## config.mk

```make
export PLATFORM = sky130hd
export DESIGN_NAME = jk_excite_ctrl
export DESIGN_NICKNAME = d
export VERILOG_FILES = /design/src/rtl/jk_excite_ctrl_pkg.sv /design/src/rtl/jk_excite_ctrl_bit.sv /design/src/rtl/jk_excite_ctrl.sv
export SDC_FILE = /design/constraint.sdc
export NUM_CORES = 1
export LEC_CHECK = 0
export ABC_AREA = 1
export BUFFER_PORTS_ARGS = -buffer_cell sky130_fd_sc_hd__buf_4
export CORE_MARGIN = 2
export CORE_UTILIZATION = 50
export CTS_BUF_LIST = sky130_fd_sc_hd__clkbuf_8
export CTS_CLUSTER_SIZE = 14
export DETAILED_ROUTE_END_ITERATION = 12
export PLACE_DENSITY = 0.76
export SETUP_SLACK_MARGIN = 0.2
export SYNTH_ARGS = -nofsm -noshare
export SYNTH_HDL_FRONTEND = slang
export SYNTH_SLANG_ARGS = --single-unit
```

## constraint.sdc

```tcl
create_clock -name clk -period 6.1 [get_ports clk]
set_input_delay 0.915 -clock clk [delete_from_list [all_inputs] [get_ports clk]]
set_output_delay 0.915 -clock clk [all_outputs]
set_load 0.02 [all_outputs]
```

## src/rtl/jk_excite_ctrl_pkg.sv

```systemverilog
// Shared definitions for the JK excitation controller: FSM states,
// per-bit JK command encodings and the change-counter width.
package jk_excite_ctrl_pkg;

    // Request sequencing: accept, drive the bank, read it back, report.
    typedef enum logic [1:0] {
        IDLE   = 2'b00,
        DRIVE  = 2'b01,
        CHECK  = 2'b10,
        REPORT = 2'b11
    } state_t;

    // JK command per bit, packed as {J, K}.
    typedef enum logic [1:0] {
        HOLD   = 2'b00,
        RESET  = 2'b01,
        SET    = 2'b10,
        TOGGLE = 2'b11
    } jk_cmd_t;

    // Width of the running bit-change counter.
    localparam int CNT_W = 16;

endpackage

```

## src/rtl/jk_excite_ctrl_bit.sv

```systemverilog
// Combinational per-bit JK excitation encoder: given the current and the
// wanted next value of one flip-flop, produce the J/K pair that moves it.
module jk_excite_bit
    import jk_excite_ctrl_pkg::*;
(
    input  logic cur,
    input  logic nxt,
    input  logic prefer_toggle,
    output logic j,
    output logic k
);

    jk_cmd_t cmd;

    // Pick the command: hold unchanged bits, otherwise toggle or set/reset.
    always_comb begin
        cmd = HOLD;
        if (cur != nxt) begin
            if (prefer_toggle) begin
                cmd = TOGGLE;
            end else if (nxt) begin
                cmd = SET;
            end else begin
                cmd = RESET;
            end
        end
    end

    assign {j, k} = cmd;

endmodule

```

## src/rtl/jk_excite_ctrl.sv

```systemverilog
// JK excitation controller: accepts a target value for an external JK
// flip-flop bank, drives the J/K commands for one cycle, reads the bank
// back, and reports completion (and any mismatch) with a one-cycle pulse.
// Every output is a register; the next-state logic only feeds flops.
module jk_excite_ctrl
    import jk_excite_ctrl_pkg::*;
#(
    parameter int W             = 8,
    parameter int PREFER_TOGGLE = 0
)
(
    input  logic             clk,
    input  logic             rst,
    input  logic [W-1:0]     tgt_data,
    input  logic             tgt_valid,
    output logic             tgt_ready,
    output logic [W-1:0]     j,
    output logic [W-1:0]     k,
    input  logic [W-1:0]     q_fb,
    output logic             done,
    output logic             err,
    output logic [W-1:0]     shadow,
    output logic [CNT_W-1:0] chg_cnt
);

    localparam logic PT = (PREFER_TOGGLE != 0);

    state_t           state;
    state_t           state_nxt;
    logic [W-1:0]     tgt_reg;
    logic [W-1:0]     tgt_reg_nxt;
    logic [W-1:0]     shadow_nxt;
    logic [W-1:0]     j_nxt;
    logic [W-1:0]     k_nxt;
    logic [W-1:0]     exc_j;
    logic [W-1:0]     exc_k;
    logic             ready_nxt;
    logic             done_nxt;
    logic             err_nxt;
    logic [CNT_W-1:0] cnt_nxt;

    // Number of set bits, widened to the counter width.
    function automatic logic [CNT_W-1:0] popcount(input logic [W-1:0] v);
        logic [CNT_W-1:0] n;
        n = '0;
        for (int i = 0; i < W; i++) begin
            n = n + {{(CNT_W-1){1'b0}}, v[i]};
        end
        return n;
    endfunction

    // The excitation is computed from the incoming request so it can be
    // registered on the accept edge and appear during the DRIVE cycle;
    // this equals the shadow->tgt_reg excitation since both load together.
    for (genvar i = 0; i < W; i++) begin : g_bit
        jk_excite_bit u_bit (
            .cur           (shadow[i]),
            .nxt           (tgt_data[i]),
            .prefer_toggle (PT),
            .j             (exc_j[i]),
            .k             (exc_k[i])
        );
    end

    // Next-state and next-output logic; outputs are registered below.
    always_comb begin
        state_nxt   = state;
        tgt_reg_nxt = tgt_reg;
        shadow_nxt  = shadow;
        cnt_nxt     = chg_cnt;
        ready_nxt   = 1'b0;
        j_nxt       = '0;
        k_nxt       = '0;
        done_nxt    = 1'b0;
        err_nxt     = 1'b0;
        case (state)
            IDLE: begin
                ready_nxt = 1'b1;
                if (tgt_valid) begin
                    tgt_reg_nxt = tgt_data;
                    j_nxt       = exc_j;
                    k_nxt       = exc_k;
                    ready_nxt   = 1'b0;
                    state_nxt   = DRIVE;
                end
            end
            DRIVE: begin
                // Equal-value requests add zero, leaving the count untouched.
                cnt_nxt   = chg_cnt + popcount(shadow ^ tgt_reg);
                state_nxt = CHECK;
            end
            CHECK: begin
                // The bank has had one edge to apply j/k; trust what it reports.
                shadow_nxt = q_fb;
                err_nxt    = (q_fb != tgt_reg);
                done_nxt   = 1'b1;
                state_nxt  = REPORT;
            end
            REPORT: begin
                ready_nxt = 1'b1;
                state_nxt = IDLE;
            end
            default: begin
                ready_nxt = 1'b1;
                state_nxt = IDLE;
            end
        endcase
    end

    // State and output registers; reset abandons any request in flight.
    always_ff @(posedge clk or posedge rst) begin
        if (rst) begin
            state     <= IDLE;
            tgt_reg   <= '0;
            shadow    <= '0;
            chg_cnt   <= '0;
            tgt_ready <= 1'b1;
            j         <= '0;
            k         <= '0;
            done      <= 1'b0;
            err       <= 1'b0;
        end else begin
            state     <= state_nxt;
            tgt_reg   <= tgt_reg_nxt;
            shadow    <= shadow_nxt;
            chg_cnt   <= cnt_nxt;
            tgt_ready <= ready_nxt;
            j         <= j_nxt;
            k         <= k_nxt;
            done      <= done_nxt;
            err       <= err_nxt;
        end
    end

endmodule

```

=== Word-level counts from Yosys, hierarchy flattened ===
Index checks and enable logic that the tools add are counted.

* Add/subtract/negate cells: 8
* Bitwise gates (word level): 1
* Multiplexer cells: 26
* Eq/ne operators: 13
* Reductions and logical operators: 2

{| class="wikitable"
|+ Operators by type and width
! operator !! number
|-
| $mux 2 || 17
|-
| $mux 8 || 4
|-
| $add 16x8->16 || 1
|-
| $add 7x1->8 || 1
|-
| $ne 1x1->1 || 8
|-
| $ne 8x8->1 || 1
|-
| $pmux 2 s4 || 1
|-
| $xor 8x8->8 || 1
|-
| $add 6x1->7 || 1
|-
| $add 5x1->6 || 1
|-
| $add 4x1->5 || 1
|-
| $add 3x1->4 || 1
|-
| $eq 2x2->1 const B || 2
|-
| $add 2x1->3 || 1
|-
| $mux 1 || 3
|-
| $add 1x1->2 || 1
|-
| $eq 2x1->1 const B || 1
|-
| $logic_not 2->1 || 1
|-
| $ne 2x2->1 const B || 1
|-
| $pmux 1 s2 || 1
|-
| $reduce_and 2->1 || 1
|}

* Bits of input ports: 19
* Word-level logic and storage cells: 59
* Flip-flop bits (word level): 53
* Output and inout port bits: 43

=== Longest topological paths before layout ===
* Depth after elaboration: 9
* Gate-level depth with buffers: 15
* Depth with buffers taken out: 14

=== Modules after synthesis ===
From an unflattened synthesis, not the netlist that was laid out.

* Cells, all modules: 336
* Area total of the unflattened synthesis: 2835.2 um^2

{| class="wikitable"
|+ By module, submodules not included
! module !! cells an instance !! seq. area each (um^2) !! times used !! area an instance (um^2)
|-
| jk_excite_ctrl || 264 || 1327.5 || 1 || 2565.0
|-
| jk_excite_bit || 9 || 0.0 || 8 || 33.8
|}

=== Least setup slack after synthesis ===
OpenSTA, ideal clock, no wires.

* Path type: reg2reg
* Start point: register shadow[0]
* End point: register chg_cnt[1]
* Slack: 2.679 ns
* Buffers on the path: 0
* Required time: 5.975 ns
* Cell stages (with the launch flop): 10
* Period minus slack after synthesis: 3.421 ns
* Arrival: 3.297 ns
* Library setup time: 0.125 ns
* Cell sequence: dfrtp_1 -> xor2_1 -> fa_1 -> fa_1 -> inv_1 -> fa_1 -> fa_1 -> inv_1 -> fa_1 -> mux2_2

* Longest elaborated chain between the ends: 9

{| class="wikitable"
|+ RTL lines
! what !! line !! text
|-
| start: declaration || jk_excite_ctrl.sv:22 || <nowiki>output logic [W-1:0] shadow,</nowiki>
|-
| start signal: assignment || jk_excite_ctrl.sv:125 || <nowiki>shadow <= shadow_nxt;</nowiki>
|-
| $xor 8x8->8 || jk_excite_ctrl.sv:89 || <nowiki>cnt_nxt = chg_cnt + popcount(shadow ^ tgt_reg);</nowiki>
|-
| $add 1x1->2 || jk_excite_ctrl.sv:47 || <nowiki>n = n + {{(CNT_W-1){1'b0}}, v[i]};</nowiki>
|-
| $add 2x1->3 || jk_excite_ctrl.sv:47 ||
|-
| $add 3x1->4 || jk_excite_ctrl.sv:47 ||
|-
| $add 4x1->5 || jk_excite_ctrl.sv:47 ||
|-
| $add 5x1->6 || jk_excite_ctrl.sv:47 ||
|-
| $add 6x1->7 || jk_excite_ctrl.sv:47 ||
|-
| $add 7x1->8 || jk_excite_ctrl.sv:47 ||
|-
| $add 16x8->16 || jk_excite_ctrl.sv:89 ||
|-
| end signal: assignment || jk_excite_ctrl.sv:126 || <nowiki>chg_cnt <= cnt_nxt;</nowiki>
|-
| end: declaration || jk_excite_ctrl.sv:23 || <nowiki>output logic [CNT_W-1:0] chg_cnt</nowiki>
|}

No other way between the ends.
A chain may end at the register's enable or synchronous reset.

=== Worst setup path after layout ===
* Start point: register shadow[0]
* End point: register chg_cnt[8]

Same word-level chain as after synthesis.

==> results.cfg <==
[yosys]
area_contributors_post_synth = sky130_fd_sc_hd__dfrtp_1, sky130_fd_sc_hd__nand2_1, sky130_fd_sc_hd__inv_1, sky130_fd_sc_hd__ha_1, sky130_fd_sc_hd__xor2_1
synth-edff-count = 0
syn_inst = 290
top_area_cell_type_share_of_the_netlist_area_pct = 49.1
yosys_warnings = 0
synthDistinctLibCells = 27
ys_async_sr_fraction_pct = 100
synthFlopType = sky130_fd_sc_hd__dfrtp_1
synth_commonest_cells = sky130_fd_sc_hd__nand2_1, sky130_fd_sc_hd__dfrtp_1, sky130_fd_sc_hd__inv_1
post_synth.cell_area_avg_sq_um = 9.13
netlist_area_sq_mm = 0.00265
cell_type_contributing_the_most_total_cell_area_after_synthesis = sky130_fd_sc_hd__dfrtp_1
synth-seq-area-share_pct = 50.1
most_frequent_cell_after_synthesis = sky130_fd_sc_hd__nand2_1
synth_net_count = 324
synth_seq_cells = 53

[final_layout]
registers.top_by_ff_count = chg_cnt
nNetsFinal = 381
final_layout_size_suffix_gt1_share_pct = 23.3
area_used_by_multi_input_combinational_logic_sq_mm = 0.00108
layout.cells.non_filler = 418
layout.area.seq_sq_mm = 0.00133
largest_reg_flops = 16
insertedDiodeCount = 0
end_of_flow_core_utilization_pct = 62.6
flow.area_growth_from_synthesis_pct = 20.7
finish.instance_area_sq_mm = 0.00320
final.fill_count = 461

[placement]
buffer_ports.inserted = 61
post_place_cell_area_sq_mm = 0.00311
place_ws_ps = 2520
dp_hpwl_mm = 3.95
post-place-cells = 410
place.gp.congestion = 0.789

[worst_setup_path]
largest_fanout_of_any_net_on_the_critical_path = 6
cp_startpoint_kind = flop
required_ps = 6300
timing.critical_path.to_type = flop
arrival_ps = 3790
crit_type = flop to flop

[grt]
overflow = 0
grt_start_max_net_pins = 54
global_route_wire_length_before_repair_mm = 8.87
antenna_found_initial = 0
groute.usage.overall_pct = 18.8
grt_pass1_vias = 1995

[timing]
hold_violations = 0
number_of_max_slew_violations_in_the_final_report = 0
worst-slew-pin-transition_ps = 667
timing.slew.headroom_pct = 55.6
timing.final.ws_setup_ps = 2510
finalCriticalPeriod_ps = 3590
setup-tns-final_ps = 0
fin_crit_sh_pct = 58.9
post_route_clock_skew_ps = 4.74
max_clock_freq_mhz = 278
unrepaired_setup_endpoints_after_global_routing = no
setup_viol = 0

[floorplanning]
die_h_um = 76.8
core.rowCount = 26
core_sq_mm = 0.00511
floorplan.die_area_sq_mm = 0.00589
initial_utilization_pct = 51.8
die_w_um = 76.8
ioPinCount = 62

[pwr]
power_density_mw_per_mm2 = 652
static-leakage-power_uw = 0.00170
ir_worst_vdd_v = 0.000334

[clock_network]
tritoncts = yes
worst_skew_pair.late_latency_ps = 300
clkTransAtPathRegs_ps = 90
cts_root_buf = sky130_fd_sc_hd__clkbuf_8
post_cts_resized = 0
cts_made_buffers = 5
worst_case_clock_buffer_depth = 2
cts_sinks = 53
postCtsSetupRepairBufs = 0
cts-hold-fix-buffers = 0
ctsHtreeMaxLevel = 2

[routing]
post-route-drc-count = 0
vias_per_cell = 4.84
ant_nets = 0
detailedRoute.firstIterationViolations = 81
route.final.wire_length_mm = 5.17
wl_per_cell_um = 12.4
firstDrtPassIters = 4
route.vias.total = 2023

[job]
timing.max_cap.violations = 0

[status]
run_status = completed

[worst_hold_path]
min-delay-path-class = flop to flop
[metrics by stage]
| stage | power, uW | hold slack [ps] |
|---|---|---|
| finish | 2090 | 506 |
| global route | 2310 | 530 |
| CTS | 2110 | 507 |
| detailed placement | 1910 | 493 |
| floorplan | 1620 | 462 |
| global placement | 1860 | 477 |
[report_power, final]
group | switching (uW) | leakage (uW) | internal [uW]
Sequential | 98.7 | 0.000686 | 459
Combinational | 792 | 0.000970 | 547
Clock | 111 | 0.0000467 | 78.1
[path summary, 6_finish.rpt]
path	startpoint	to	slack (ps)	depth (start not counted)
setup / recovery	shadow[0]	chg_cnt[8]	2510	13
hold / removal	shadow[2]	j[2]	510	1
setup reg to reg	shadow[0]	chg_cnt[8]	2510	13
hold reg to reg	shadow[2]	j[2]	510	1
max in group asynchronous	rst	chg_cnt[1]	4870	3
min in group asynchronous	rst	chg_cnt[15]	790	3
[final cells by class]
| cell class | count | share of cell area, % |
|---|---|---|
| Timing Repair Buffer | 62 | 14.6 |
| Clock inverter | 3 | 0.470 |
| Inverter | 40 | 4.70 |
| Sequential cell | 53 | 41.5 |
| Multi-Input combinational cell | 185 | 33.9 |
| Clock buffer | 5 | 2.15 |
| Tap cell | 70 | 2.74 |
[kinds of logic (layout without fill, tap and decap cells)]
family          after synthesis  in the layout  share of synthesized area, %
compound gates               16             16                          3.17
fa+ha+maj                    15             15                          8.51
flops                        53             53                          50.1
mux                           1              1                         0.425
simple gates                134            134                          22.5
buf+inv                      52            110                          8.98
xor+xnor                     19             19                          6.29
[cells in the final DEF, fill, tap and decap left out, types with 2 or more instances in the layout]
master / instances
sky130_fd_sc_hd__nand2_1: 72
sky130_fd_sc_hd__buf_4: 62
sky130_fd_sc_hd__dfrtp_1: 52
sky130_fd_sc_hd__inv_1: 41
sky130_fd_sc_hd__nor2_1: 28
sky130_fd_sc_hd__xor2_1: 13
sky130_fd_sc_hd__o21ai_0: 10
sky130_fd_sc_hd__ha_1: 10
sky130_fd_sc_hd__nor3_1: 9
sky130_fd_sc_hd__nand3_1: 7
sky130_fd_sc_hd__nand4_1: 6
sky130_fd_sc_hd__xnor2_1: 6
sky130_fd_sc_hd__fa_1: 5
sky130_fd_sc_hd__clkbuf_8: 5
sky130_fd_sc_hd__a21oi_1: 4
sky130_fd_sc_hd__nand3_2: 4
sky130_fd_sc_hd__nand2_2: 2
sky130_fd_sc_hd__nor2_4: 2
sky130_fd_sc_hd__nand3b_1: 2
[metal layers]
| layer | track usage, % | up-vias | routed length [um] |
|---|---|---|---|
| met3 | 4.35 | 9 | 262 |
| li1 | - | 998 | - |
| met2 | 31.6 | 56 | 2520 |
| met4 | 5.27 | 0 | 73 |
| met1 | 24.4 | 960 | 2310 |
| met5 | 0 | - | 0 |
[worst max-delay path: stages (launching register included)]
cell	delay (ps)
sky130_fd_sc_hd__dfrtp_1	430
sky130_fd_sc_hd__xor2_1	230
sky130_fd_sc_hd__fa_1	480
sky130_fd_sc_hd__fa_1	540
sky130_fd_sc_hd__inv_1	50
sky130_fd_sc_hd__fa_1	560
sky130_fd_sc_hd__fa_1	180
sky130_fd_sc_hd__inv_1	70
sky130_fd_sc_hd__fa_1	400
sky130_fd_sc_hd__nand3_1	110
sky130_fd_sc_hd__nand3_2	120
sky130_fd_sc_hd__nand3_1	120
sky130_fd_sc_hd__xor2_1	150
sky130_fd_sc_hd__inv_1	50
Note: power is estimated with default switching activity, not from simulation.
